**src/rtl/uart_pkg.sv**
```systemverilog
// -----------------------------------------------------------------------------
// uart_pkg
// Shared constants and the receive state encoding for the UART peripheral.
// Imported by uart_rx and its test bench.
// -----------------------------------------------------------------------------
package uart_pkg;

  // 50 MHz system clock at 115200 baud
  localparam int CLKS_PER_BIT_DEFAULT = 434;
  // 8N1 framing: data bits per frame, LSB first
  localparam int DATA_BITS = 8;

  // Receive FSM state encoding
  typedef enum logic [2:0] {
    S_IDLE  = 3'd0,
    S_START = 3'd1,
    S_DATA  = 3'd2,
    S_STOP  = 3'd3,
    S_BREAK = 3'd4
  } rx_state_t;

endpackage

```
**src/rtl/sync2.sv**
```systemverilog
// -----------------------------------------------------------------------------
// sync2
// Two-flop synchronizer for a single asynchronous input. Both stages reset to
// 1 so an idle-high serial line reads idle straight out of reset.
// Ports:
//   i_clk   - destination clock
//   i_rst_n - asynchronous active-low reset (stages forced to 1)
//   i_d     - asynchronous input
//   o_q     - synchronized output (second stage)
// -----------------------------------------------------------------------------
module sync2 (
  input  logic i_clk,
  input  logic i_rst_n,
  input  logic i_d,
  output logic o_q
);

  logic r_meta;
  logic r_sync;

  // Two-stage capture of the asynchronous input
  always_ff @(posedge i_clk or negedge i_rst_n) begin
    if (!i_rst_n) begin
      r_meta <= 1'b1;
      r_sync <= 1'b1;
    end else begin
      r_meta <= i_d;
      r_sync <= r_meta;
    end
  end

  assign o_q = r_sync;

endmodule

```
**src/rtl/uart_rx.sv**
```systemverilog
// -----------------------------------------------------------------------------
// uart_rx
// Serial receive front end: deserializes 8N1 frames from rx into a byte
// holding register and raises a level "byte ready" flag until the CPU
// acknowledges it with rd_ack.
// Ports:
//   clock     - system clock, rising edge
//   reset     - asynchronous active-low reset
//   rx        - serial line, idle high, asynchronous to clock
//   rd_ack    - one-cycle pulse: CPU took rx_data; clears rx_ready/frame_err/overrun
//   rx_data   - last correctly framed byte
//   rx_ready  - level, rx_data holds an unread byte
//   frame_err - sticky, a stop bit was sampled low
//   overrun   - sticky, a frame completed while rx_ready was already set
// -----------------------------------------------------------------------------
module uart_rx
  import uart_pkg::*;
#(
  parameter int CLKS_PER_BIT = CLKS_PER_BIT_DEFAULT
) (
  input  logic                 clock,
  input  logic                 reset,
  input  logic                 rx,
  input  logic                 rd_ack,
  output logic [DATA_BITS-1:0] rx_data,
  output logic                 rx_ready,
  output logic                 frame_err,
  output logic                 overrun
);

  localparam int CW = $clog2(CLKS_PER_BIT);
  localparam int IW = $clog2(DATA_BITS);
  localparam logic [CW-1:0] CNT_LAST = CW'(CLKS_PER_BIT - 1);
  localparam logic [CW-1:0] CNT_MID  = CW'(CLKS_PER_BIT / 2 - 1);
  localparam logic [IW-1:0] IDX_LAST = IW'(DATA_BITS - 1);

  logic                 w_rx_s;

  rx_state_t            r_state;
  logic [CW-1:0]        r_cnt;
  logic [IW-1:0]        r_idx;
  logic [DATA_BITS-1:0] r_shift;
  logic [DATA_BITS-1:0] r_data;
  logic                 r_ready;
  logic                 r_ferr;
  logic                 r_ovr;

  rx_state_t            w_state_nxt;
  logic [CW-1:0]        w_cnt_nxt;
  logic [IW-1:0]        w_idx_nxt;
  logic [DATA_BITS-1:0] w_shift_nxt;
  logic [DATA_BITS-1:0] w_data_nxt;
  logic                 w_ready_nxt;
  logic                 w_ferr_nxt;
  logic                 w_ovr_nxt;

  sync2 u_rx_sync (
    .i_clk   (clock),
    .i_rst_n (reset),
    .i_d     (rx),
    .o_q     (w_rx_s)
  );

  // State, counters, shift register and flags
  always_ff @(posedge clock or negedge reset) begin
    if (!reset) begin
      r_state <= S_IDLE;
      r_cnt   <= '0;
      r_idx   <= '0;
      r_shift <= '0;
      r_data  <= '0;
      r_ready <= 1'b0;
      r_ferr  <= 1'b0;
      r_ovr   <= 1'b0;
    end else begin
      r_state <= w_state_nxt;
      r_cnt   <= w_cnt_nxt;
      r_idx   <= w_idx_nxt;
      r_shift <= w_shift_nxt;
      r_data  <= w_data_nxt;
      r_ready <= w_ready_nxt;
      r_ferr  <= w_ferr_nxt;
      r_ovr   <= w_ovr_nxt;
    end
  end

  // Next-state and datapath update
  always_comb begin
    w_state_nxt = r_state;
    w_cnt_nxt   = (r_cnt == CNT_LAST) ? '0 : r_cnt + CW'(1);
    w_idx_nxt   = r_idx;
    w_shift_nxt = r_shift;
    w_data_nxt  = r_data;
    w_ready_nxt = r_ready;
    w_ferr_nxt  = r_ferr;
    w_ovr_nxt   = r_ovr;

    // Acknowledge first so that a same-edge frame event below overrides it
    if (rd_ack) begin
      w_ready_nxt = 1'b0;
      w_ferr_nxt  = 1'b0;
      w_ovr_nxt   = 1'b0;
    end else begin
      w_ready_nxt = r_ready;
      w_ferr_nxt  = r_ferr;
      w_ovr_nxt   = r_ovr;
    end

    case (r_state)
      S_IDLE: begin
        w_cnt_nxt = '0;
        if (!w_rx_s) begin
          w_state_nxt = S_START;
        end else begin
          w_state_nxt = S_IDLE;
        end
      end

      S_START: begin
        if (r_cnt == CNT_MID) begin
          w_cnt_nxt = '0;
          w_idx_nxt = '0;
          // High at mid start bit means the falling edge was only a glitch
          if (w_rx_s) begin
            w_state_nxt = S_IDLE;
          end else begin
            w_state_nxt = S_DATA;
          end
        end else begin
          w_state_nxt = S_START;
        end
      end

      S_DATA: begin
        if (r_cnt == CNT_LAST) begin
          // Shift in at the MSB so the first (LSB) bit ends at bit 0
          w_shift_nxt = {w_rx_s, r_shift[DATA_BITS-1:1]};
          w_idx_nxt   = r_idx + IW'(1);
          w_cnt_nxt   = '0;
          if (r_idx == IDX_LAST) begin
            w_state_nxt = S_STOP;
          end else begin
            w_state_nxt = S_DATA;
          end
        end else begin
          w_state_nxt = S_DATA;
        end
      end

      S_STOP: begin
        if (r_cnt == CNT_LAST) begin
          w_cnt_nxt = '0;
          if (w_rx_s) begin
            // Returning to IDLE at mid stop bit lets a back-to-back start bit in
            w_state_nxt = S_IDLE;
            if (!r_ready || rd_ack) begin
              w_data_nxt  = r_shift;
              w_ready_nxt = 1'b1;
            end else begin
              w_ovr_nxt = 1'b1;
            end
          end else begin
            w_ferr_nxt  = 1'b1;
            w_state_nxt = S_BREAK;
          end
        end else begin
          w_state_nxt = S_STOP;
        end
      end

      S_BREAK: begin
        // Hold here while the line stays low so a break is not read as frames
        w_cnt_nxt = '0;
        if (w_rx_s) begin
          w_state_nxt = S_IDLE;
        end else begin
          w_state_nxt = S_BREAK;
        end
      end

      default: begin
        w_state_nxt = S_IDLE;
        w_cnt_nxt   = '0;
      end
    endcase
  end

  assign rx_data   = r_data;
  assign rx_ready  = r_ready;
  assign frame_err = r_ferr;
  assign overrun   = r_ovr;

endmodule

```
**config.mk**
```make
export PLATFORM = sky130hd
export DESIGN_NAME = uart_rx
export DESIGN_NICKNAME = d
export VERILOG_FILES = /design/src/rtl/uart_pkg.sv /design/src/rtl/sync2.sv /design/src/rtl/uart_rx.sv
export SDC_FILE = /design/constraint.sdc
export NUM_CORES = 1
export LEC_CHECK = 0
export ABC_AREA = 1
export CAP_MARGIN = 20
export CORE_MARGIN = 2
export CORE_UTILIZATION = 59
export CTS_BUF_LIST = sky130_fd_sc_hd__clkbuf_4 sky130_fd_sc_hd__clkbuf_8
export CTS_CLUSTER_SIZE = 24
export DETAILED_ROUTE_END_ITERATION = 12
export PLACE_DENSITY = 0.81
export SLEW_MARGIN = 10
export SYNTH_ARGS = -nofsm -noshare
export SYNTH_HDL_FRONTEND = slang
export SYNTH_SLANG_ARGS = --single-unit
```
**constraint.sdc**
```tcl
create_clock -name clock -period 1.6 [get_ports clock]
set_clock_uncertainty 0.05 [all_clocks]
set_input_delay 0.32 -clock clock [delete_from_list [all_inputs] [get_ports clock]]
set_output_delay 0.32 -clock clock [all_outputs]
set_load 0.02 [all_outputs]
```
==> results.txt <==
- The run finished with clean final reports.
* Critical Path AT: 1.74 ns
* Crit path max fanout: 6
- The number of antenna violations at the first check in global routing is 0.
- The total count of max-transition violations in the final report is 0.
- Headroom to the max-slew limit: 0.792
- Fraction of the core area covered by cells at the end of the flow: 0.748
* Clock period minus final worst setup slack: 1.55 ns
* Hold Crit Class: input pin to async pin
- Summing every instance area after synthesis gives 1760 µm².
* Startpoint Class: flip-flop
- Leak Pwr: 0.00109 µW
* Gate Count Post-Synth: 198
* Number of cell rows: 19
* Post-synthesis cell type count: 24
- In the synthesized netlist the dominant register cell turns out to be sky130_fd_sc_hd__dfrtp_1.
- Clk pin slew, worst setup/hold paths: 0.11 ns
* Number of nets in the finished design: 235
- Remaining number of nets flagged by the antenna check after routing: 0
- From bottom edge to top edge, the die measures 58.7 µm.
- Starting DRC count in detailed routing: 107
- Total global routing overflow: 0
- Data on the critical path is required at its endpoint by 1.79 ns.
- Crit-path leading delay family: simple AND/OR/NAND/NOR gates
- Setup slack closes at 0.0536 ns.
* Total CTS buffers: 5
* Portion of synthesized cell area occupied by the leading cell type: 0.483
- Largest vdd supply drop: 0.770 mV
- CTS H-tree lvls: 2
- Commonest cells after routing, fill and taps aside: sky130_fd_sc_hd__nand2_1, sky130_fd_sc_hd__dfrtp_1, sky130_fd_sc_hd__nor2_1
* Share of the yosys chip area belonging to registers: 0.512
* TritonCTS sink count: 36
- Final WL: 3580 µm
- Highest cell delay on the worst timing path: 0.47 ns
- Final Cycle Share: 0.967
- Slowest cell on crit path: sky130_fd_sc_hd__dfrtp_2
* Internal power: 1200 µW
- Starting density of the core: 0.628
- Area Growth Syn to Fin: 18.9%
* Crit. End Element: flip-flop
- Cell Chain, Critical Path: inv_1, ha_1, nand2_1, nor2_2, nand2_1, nand2_2, buf_4, nand2_2, nand2_1, nand2_1
- Together, buffers and inverters on the worst path number 2.
- For this run, the number of Yosys warnings is 0.
- Final hold analysis gives a worst-case slack of 0.250 ns.
* CTS root buffer: sky130_fd_sc_hd__clkbuf_4
- The floorplan step set the die width to 58.7 µm.
- Detailed-route wire length per cell: 13.9 µm
- Antenna Diode Count: 0
- In the synthesized netlist the async set-or-reset flop fraction comes to 1.00.
- TritonCTS built the clock tree.
* Commonest non-fill, non-tap cell in the layout: sky130_fd_sc_hd__nand2_1
- After filler insertion, the fill cell instance count of the layout stands at 209.
- Via count: 1,437
* Reg area: 905 µm²
- After synthesis, the cell types taking the most area are sky130_fd_sc_hd__dfrtp_1, sky130_fd_sc_hd__nand2_1, sky130_fd_sc_hd__nand4_1, sky130_fd_sc_hd__nor2_1, sky130_fd_sc_hd__inv_1.
- Routability congestion estimate: 0.828
- The number of hold buffers added after CTS was 0.
- Number of search-and-repair iterations in the first detailed-routing pass: 4
- The first global-routing pass estimated 5940 µm of wire.
- Flip-flop and latch count after synthesis: 36
- For this design the total switching power over the nets is 319 µW.
* Yosys top cell by area: sky130_fd_sc_hd__dfrtp_1
- Summing all multi-input logic gate instances after layout gives 805 µm².
- Die Outline Area: 3440 µm²
- OpenSTA, run right after detailed placement, puts the worst setup slack at -0.0762 ns.
- Dividing the detail-routed via count by the number of cells gives 5.57.
* Final setup violation count: 0
* Number of buffers on the longest clock path: 2
- Detailed placement ended at an HPWL of 2590 µm.
- Of the total power, registers draw 0.603.
- Maximum achievable frequency: 647 MHz
- Entering global routing, the biggest net connects 23 pins.
* All-layer global routing usage: 0.228
* Average instance area after synthesis: 8.90 µm²
- Power per standard cell area: 724 nW/µm²
* Fin. Hold Viols: 0
- The share of total power dissipated in the clock network is 0.376.
* Critical Setup Path Class: flip-flop to flip-flop
* Post-synth net total: 207
- The tool flagged a number of max-cap violations equal to 0.
* Clock network latency to the later pin of the worst-skew pair: 0.34 ns
* Drc violations: 0
- The via count of the first global-routing pass is 1,383.
- Ratio of cells with drive above 1 in the final layout: 0.216
- During I/O placement, the number of pins put on the boundary was 15.
- Switch share: 0.210
- During placement, the flow inserted port buffers numbering 14.
* Core area: 2810 µm²
- In this run the register-to-register setup slack is 0.05 ns.
- For the pin with the worst max-slew slack, the measured transition is 0.311 ns.
- Combinational cell fraction of total power: 0.022
- Counting flops with a built-in enable in the synthesized netlist gives 0.
- The most numerous cell type found on the critical path is sky130_fd_sc_hd__nand2_1.
[path summary, 6_finish.rpt]
kind	from	endpoint	cells past startpoint
worst max-delay path	r_cnt[0]	r_idx[2]	10
worst min-delay path	reset	r_cnt[2]	2
worst min register to register	u_rx_sync.r_meta	u_rx_sync.o_q	0
max in group asynchronous	reset	rx_ready	2
min in group clock	u_rx_sync.r_meta	u_rx_sync.o_q	0
worst max register to register	r_cnt[0]	r_idx[2]	10
[final cells by class]
| type | instances | share of cell area |
|---|---|---|
| sequential | 36 | 0.431 |
| multi-input combinational | 138 | 0.384 |
| timing repair buffer | 21 | 0.0853 |
| inverter | 24 | 0.0465 |
| clock buffer | 8 | 0.0346 |
| tap | 31 | 0.0185 |
[cell usage after synthesis, types with 2 or more instances]
cell,instances
sky130_fd_sc_hd__nand3_1,8
sky130_fd_sc_hd__nor2_4,4
sky130_fd_sc_hd__dfrtp_1,34
sky130_fd_sc_hd__nand2_2,6
sky130_fd_sc_hd__xor2_1,3
sky130_fd_sc_hd__nand4_1,11
sky130_fd_sc_hd__nor2_8,2
sky130_fd_sc_hd__dfstp_2,2
sky130_fd_sc_hd__nand2_1,64
sky130_fd_sc_hd__nor2_1,18
sky130_fd_sc_hd__inv_1,17
sky130_fd_sc_hd__inv_2,5
sky130_fd_sc_hd__nand3_4,2
sky130_fd_sc_hd__ha_1,5
sky130_fd_sc_hd__nand2_4,2
sky130_fd_sc_hd__a21oi_1,4
sky130_fd_sc_hd__o21ai_0,4
[per-stage QoR]
stage	TNS (ns)	instances	power, µW	cell area, µm²
5_1_grt	-0.130	258	1570	2100
4_1_cts	0	254	1520	2020
3_5_place_dp	-0.533	246	967	1960
6_report	0	258	1520	2100
2_1_floorplan	0	198	937	1760
3_3_place_gp	-0.0690	246	966	1960
[layer usage]
metal  up-vias  routed length (µm)  global-route usage
met5         -                   0                   0
met4         0                  34              0.0649
met3         7                 198              0.0747
met2        42                1770               0.364
met1       705                1580               0.301
li1        683                   -                   -
[kinds of logic (layout without fill, tap and decap cells)]
kind of cell	after synthesis	count (layout)	synth area share
buffers and inverters	24	53	0.0525
DFF	36	36	0.512
and+or+nand+nor	119	119	0.351
AOI/OAI and AO/OA	10	10	0.0291
xor gates and xnor gates	4	4	0.0199
adders and majority gates	5	5	0.0355
[flip-flops by register name, summed over array words and instances (netlist names)]
| name | count |
|---|---|
| frame_err | 1 |
| r_cnt | 9 |
| rx_ready | 1 |
| overrun | 1 |
| r_state | 3 |
| u_rx_sync.r_meta | 1 |
| u_rx_sync.o_q | 1 |
| r_shift | 8 |
| r_idx | 3 |
| rx_data | 8 |
[power by group through the flow]
stage	sequential, µW	combinational, µW	clock (µW)
2_1_floorplan	933	3.80	0
3_3_place_gp	933	33.0	0
3_5_place_dp	933	34.4	0
4_1_cts	915	34.4	575
5_1_grt	916	37.9	615
6_report	915	32.9	571
[what timing repair did]
action | in CTS | in global routing
pin swaps | 0 | 5
setup buffers | 0 | 4
resized for setup | 11 | 14
setup endpoints to repair | 11 | 19
Power figures use the tool's default switching activity.
